==> src/rtl/mem_arbiter.sv <==
// mem_arbiter: two-client round-robin sequencer in front of a parity memory.
// Accepts one request at a time from client A or B and issues it to memory.
// Read data comes back one cycle after mem_read is sampled. Each word is
// {parity, data} with even parity, and the arbiter checks it before
// returning the data to the client that owns the transaction.
module mem_arbiter #(
    parameter int ADDR_W    = 16,
    parameter int DATA_W    = 8,
    parameter int ERR_CNT_W = 8
) (
    input  logic                 clk,
    input  logic                 reset,
    input  logic                 req_a,
    input  logic                 req_b,
    input  logic                 we_a,
    input  logic                 we_b,
    input  logic [ADDR_W-1:0]    addr_a,
    input  logic [ADDR_W-1:0]    addr_b,
    input  logic [DATA_W-1:0]    wdata_a,
    input  logic [DATA_W-1:0]    wdata_b,
    output logic                 ack_a,
    output logic                 ack_b,
    output logic                 rsp_valid_a,
    output logic                 rsp_valid_b,
    output logic [DATA_W-1:0]    rdata_a,
    output logic [DATA_W-1:0]    rdata_b,
    output logic                 perr_a,
    output logic                 perr_b,
    output logic                 mem_write,
    output logic                 mem_read,
    output logic [ADDR_W-1:0]    mem_address,
    output logic [DATA_W-1:0]    mem_data_in,
    input  logic [DATA_W:0]      mem_data_out,
    output logic                 busy,
    output logic [ERR_CNT_W-1:0] err_count
);

    typedef enum logic [2:0] {
        S_IDLE    = 3'd0,
        S_WR      = 3'd1,
        S_RD      = 3'd2,
        S_RD_WAIT = 3'd3,
        S_RESP    = 3'd4
    } state_t;

    state_t                r_state;
    logic                  r_last_grant;   // 0 = A, 1 = B
    logic                  r_owner;        // 0 = A, 1 = B
    logic                  r_ack_a;
    logic                  r_ack_b;
    logic                  r_rsp_valid_a;
    logic                  r_rsp_valid_b;
    logic [DATA_W-1:0]     r_rdata_a;
    logic [DATA_W-1:0]     r_rdata_b;
    logic                  r_perr_a;
    logic                  r_perr_b;
    logic                  r_mem_write;
    logic                  r_mem_read;
    logic [ADDR_W-1:0]     r_mem_address;
    logic [DATA_W-1:0]     r_mem_data_in;
    logic [ERR_CNT_W-1:0]  r_err_count;

    logic                  w_any_req;
    logic                  w_pick_b;
    logic                  w_sel_we;
    logic [ADDR_W-1:0]     w_sel_addr;
    logic [DATA_W-1:0]     w_sel_wdata;
    logic                  w_perr;

    // Arbitration: a lone requester wins; on a tie, the one not granted last wins
    always_comb begin
        w_any_req   = req_a | req_b;
        w_pick_b    = req_b & (~req_a | ~r_last_grant);
        w_sel_we    = w_pick_b ? we_b    : we_a;
        w_sel_addr  = w_pick_b ? addr_b  : addr_a;
        w_sel_wdata = w_pick_b ? wdata_b : wdata_a;
        // Even parity across all 9 bits: any odd count of ones is an error
        w_perr      = ^mem_data_out;
    end

    // Sequencer FSM with registered pulses, memory controls and read data
    always_ff @(posedge clk) begin
        if (reset) begin
            r_state       <= S_IDLE;
            r_last_grant  <= 1'b1;          // so that A wins the first tie
            r_owner       <= 1'b0;
            r_ack_a       <= 1'b0;
            r_ack_b       <= 1'b0;
            r_rsp_valid_a <= 1'b0;
            r_rsp_valid_b <= 1'b0;
            r_rdata_a     <= '0;
            r_rdata_b     <= '0;
            r_perr_a      <= 1'b0;
            r_perr_b      <= 1'b0;
            r_mem_write   <= 1'b0;
            r_mem_read    <= 1'b0;
            r_mem_address <= '0;
            r_mem_data_in <= '0;
            r_err_count   <= '0;
        end else begin
            // Single-cycle pulses default low; address/data/rdata hold their values
            r_ack_a       <= 1'b0;
            r_ack_b       <= 1'b0;
            r_rsp_valid_a <= 1'b0;
            r_rsp_valid_b <= 1'b0;
            r_mem_write   <= 1'b0;
            r_mem_read    <= 1'b0;

            case (r_state)
                S_IDLE: begin
                    if (w_any_req) begin
                        r_owner       <= w_pick_b;
                        r_last_grant  <= w_pick_b;
                        r_mem_address <= w_sel_addr;
                        r_ack_a       <= ~w_pick_b;
                        r_ack_b       <= w_pick_b;
                        if (w_sel_we) begin
                            r_mem_write   <= 1'b1;
                            r_mem_data_in <= w_sel_wdata;
                            r_state       <= S_WR;
                        end else begin
                            r_mem_read    <= 1'b1;
                            r_state       <= S_RD;
                        end
                    end
                end
                S_WR: begin
                    r_state <= S_IDLE;
                end
                S_RD: begin
                    r_state <= S_RD_WAIT;
                end
                S_RD_WAIT: begin
                    // Memory data is valid now; capture it for the owner
                    if (r_owner) begin
                        r_rdata_b     <= mem_data_out[DATA_W-1:0];
                        r_perr_b      <= w_perr;
                        r_rsp_valid_b <= 1'b1;
                    end else begin
                        r_rdata_a     <= mem_data_out[DATA_W-1:0];
                        r_perr_a      <= w_perr;
                        r_rsp_valid_a <= 1'b1;
                    end
                    if (w_perr && (r_err_count != {ERR_CNT_W{1'b1}})) begin
                        r_err_count <= r_err_count + ERR_CNT_W'(1);
                    end
                    r_state <= S_RESP;
                end
                S_RESP: begin
                    r_state <= S_IDLE;
                end
                default: begin
                    r_state <= S_IDLE;
                end
            endcase
        end
    end

    assign ack_a       = r_ack_a;
    assign ack_b       = r_ack_b;
    assign rsp_valid_a = r_rsp_valid_a;
    assign rsp_valid_b = r_rsp_valid_b;
    assign rdata_a     = r_rdata_a;
    assign rdata_b     = r_rdata_b;
    assign perr_a      = r_perr_a;
    assign perr_b      = r_perr_b;
    assign mem_write   = r_mem_write;
    assign mem_read    = r_mem_read;
    assign mem_address = r_mem_address;
    assign mem_data_in = r_mem_data_in;
    assign busy        = (r_state != S_IDLE);
    assign err_count   = r_err_count;

endmodule

==> config.mk <==
export PLATFORM = sky130hd
export DESIGN_NAME = mem_arbiter
export DESIGN_NICKNAME = d
export VERILOG_FILES = /design/src/rtl/mem_arbiter.sv
export SDC_FILE = /design/constraint.sdc
export NUM_CORES = 1
export LEC_CHECK = 0
export BUFFER_PORTS_ARGS = -buffer_cell sky130_fd_sc_hd__buf_2
export CAP_MARGIN = 20
export CELL_PAD_IN_SITES_DETAIL_PLACEMENT = 1
export CELL_PAD_IN_SITES_GLOBAL_PLACEMENT = 2
export CORE_ASPECT_RATIO = 0.5
export CORE_MARGIN = 5
export CORE_UTILIZATION = 29
export CTS_BUF_LIST = sky130_fd_sc_hd__clkbuf_8
export CTS_CLUSTER_DIAMETER = 120
export CTS_CLUSTER_SIZE = 25
export DETAILED_ROUTE_END_ITERATION = 10
export PLACE_DENSITY_LB_ADDON = 0.1
export SLEW_MARGIN = 20
export SYNTH_ARGS = -nofsm -noshare
export SYNTH_HDL_FRONTEND = slang
export SYNTH_SLANG_ARGS = --single-unit
==> constraint.sdc <==
create_clock -name clk -period 5.9 [get_ports clk]
set_input_delay 1.18 -clock clk [delete_from_list [all_inputs] [get_ports clk]]
set_output_delay 1.18 -clock clk [all_outputs]
set_load 0.005 [all_outputs]
==> flow_summary.ini <==
[timing]
drv_slew = 0
max-slew-margin-rel_pct = 51.6
clock.fmax_ghz = 0.369
finalHoldViolCount = 0
final.setup.tns_ps = 0
finalWorstSetupSlack_ps = 3190
grt_setup_unrepaired = no
setup_violations = 0
worst_pin_slew_ps = 724
whs_ps = 451
skew_ps = 6.33
period_share_pct = 45.9
period_minus_slack_ps = 2710

[synth]
synth_cell_types = 41
async_flop_share_pct = 0
syn-instance-count = 286
synth_nets = 350
synth.most_common_cell = dfxtp_1
postSynthAreaPerCell_um2 = 8.97
synthTopCellsByCount = 61 x dfxtp_1, 40 x nand2_1, 38 x nor2_1
yosys_warnings = 0
synth_edf_count = 0
yosys.area.top_type = dfxtp_1
synth_ff_type = dfxtp_1
ys_ff_latch = 61
netlist_top_cells_area = dfxtp_1 48%, mux2i_1 9.8%, a211oi_1 7.0%
ys_seq_area_share_pct = 47.6
synthDominantCellAreaShare_pct = 47.6
syn-cell-area_um2 = 2560

[outcome]
status = complete, no violations

[setup_path]
end_kind = flip-flop
worstPathRequired_ps = 6130
worst-setup-path-type = in2reg
worstPathMaxFanout = 11
start_kind = input pin
arrival_ps = 2940
r2r_setup_slack_ps = 3790

[placement]
placed_cell_area_um2 = 3230
pre_cts_ws_ps = 2380
gp_congestion = 0.726
dp.final_hpwl_mm = 5.57
io_buffers = 119

[floorplanning]
rows = 24
dieHeight_um = 76.5
start_util_pct = 29.6
fp.dieW_um = 143
io_pins = 120
core_area_um2 = 8680
fp.dieArea_um2 = 10900

[clocking]
clock_sinks = 61
cts_tree = built
cts_resized = 0
cts_root_buf = clkbuf_8
cts_setup_buffers = 0
htreeDepth = 3
hold_buffers = 0
cts.clk_slew.worst_paths_ps = 70
clockBufferDepth = 2
clk_latency_ps = 340
numCtsBuffers = 9

[global_route]
grt-ovfl-total = 0
grt_max_degree = 62
antenna_found_initial = 0
grt_util_all_layers_pct = 13.8
grt_pass1_vias = 2508
grt_first_pass_wirelength_mm = 12.0

[route]
viasPerCell = 4.73
drt_iter0_drc = 72
drtAntennaViolNets = 0
wl_per_cell_um = 14.4
routed_wl_mm = 7.51
drc = 0
first_pass_iters = 4
vias = 2458

[cells_and_area]
area_growth_pct = 35.7
design_area_um2 = 3480
final_nets = 462
drive_gt1_share_pct = 35.2
n_antenna_cell = 0

[min_path]
hp-class = reg2reg

[run]
drv_cap = 0

[pwr]
p_total_uw = 1030
powerDensity_nw_per_um2 = 296
ir_worst_vdd_mv = 0.105
power.leakage_uw = 0.00157
-- power by group --
group | switching, uW | internal, uW
sequential | 16.9 | 442
clock | 160 | 227
combinational | 102 | 80.7
-- critical path: stages --
cell and delay [ps]:
buf_2 120, xor2_1 140, xnor3_1 460, xor2_1 620
nor2_1 120, mux2_2 290
-- kinds of logic after synthesis --
| logic type | count (synthesis) | share of synthesized area [%] |
|---|---|---|
| AO/OA/AOI/OAI | 64 | 16.3 |
| XOR/XNOR | 8 | 3.27 |
| adder cells (fa/ha/maj) | 1 | 0.488 |
| buffers and inverters | 22 | 3.80 |
| flip-flops | 61 | 47.6 |
| multiplexers | 27 | 10.6 |
| AND/OR/NAND/NOR | 103 | 17.9 |
-- final cells by class --
cell class	instances	area [um^2]
fill	1068	5200
multi-input combinational	203	1260
sequential	61	1220
timing repair buffer	120	626
clock buffer	12	165
tap	117	146
clock inverter	4	45.0
inverter	3	11.3
-- registers in the layout (all words and copies together) (netlist names) --
| name | cells |
|---|---|
| rsp_valid_a | 1 |
| r_state | 3 |
| mem_address | 16 |
| r_last_grant | 1 |
| r_owner | 1 |
| err_count | 8 |
| rdata_b | 8 |
| perr_b | 1 |
| mem_write | 1 |
| rsp_valid_b | 1 |
| mem_data_in | 8 |
| ack_a | 1 |
| rdata_a | 8 |
| mem_read | 1 |
| ack_b | 1 |
| perr_a | 1 |
-- stage by stage --
step                utilization (%)  instances
CTS                            39.7        519
finish                         40.1        520
global route                   40.1        520
global placement               37.3        503
detailed placement             37.3        503
floorplan                         -        286
-- placed cells by master, fill, tap and decap left out, types with 2 or more instances in the layout --
master | synthesis | final
a21oi_1 | 25 | 25
or4_1 | 4 | 4
clkbuf_8 | 0 | 12
xor2_1 | 2 | 2
nor3_1 | 4 | 4
nor2_1 | 38 | 37
nand2_1 | 40 | 40
xnor2_1 | 5 | 5
o41ai_1 | 2 | 2
o21ai_0 | 3 | 3
o2111ai_1 | 2 | 2
and3_1 | 2 | 2
mux2i_1 | 25 | 25
and2_1 | 2 | 2
inv_1 | 3 | 3
dfxtp_1 | 61 | 61
o31ai_1 | 3 | 3
clkinv_2 | 0 | 3
buf_2 | 3 | 118
nand3_1 | 2 | 2
mux2_2 | 2 | 2
a211oi_1 | 24 | 24
-- routing by layer --
layer / vias to the layer above / GRT usage [%] / routed length, um
met5: - / 0 / 0
met1: 1132 / 16.3 / 3300
li1: 1239 / - / -
met2: 79 / 22.2 / 3440
met4: 0 / 3.80 / 88
met3: 8 / 6.65 / 686
-- final timing paths --
path	startpoint	end	cells after the start
worst max-delay path	mem_data_out[2]	err_count[0]	6
worst min-delay path	rdata_a[5]	rdata_a[5]	2
worst max register to register	r_state[0]	mem_data_in[4]	5
worst min register to register	rdata_a[5]	rdata_a[5]	2
Note: power is estimated with default switching activity, not from simulation.
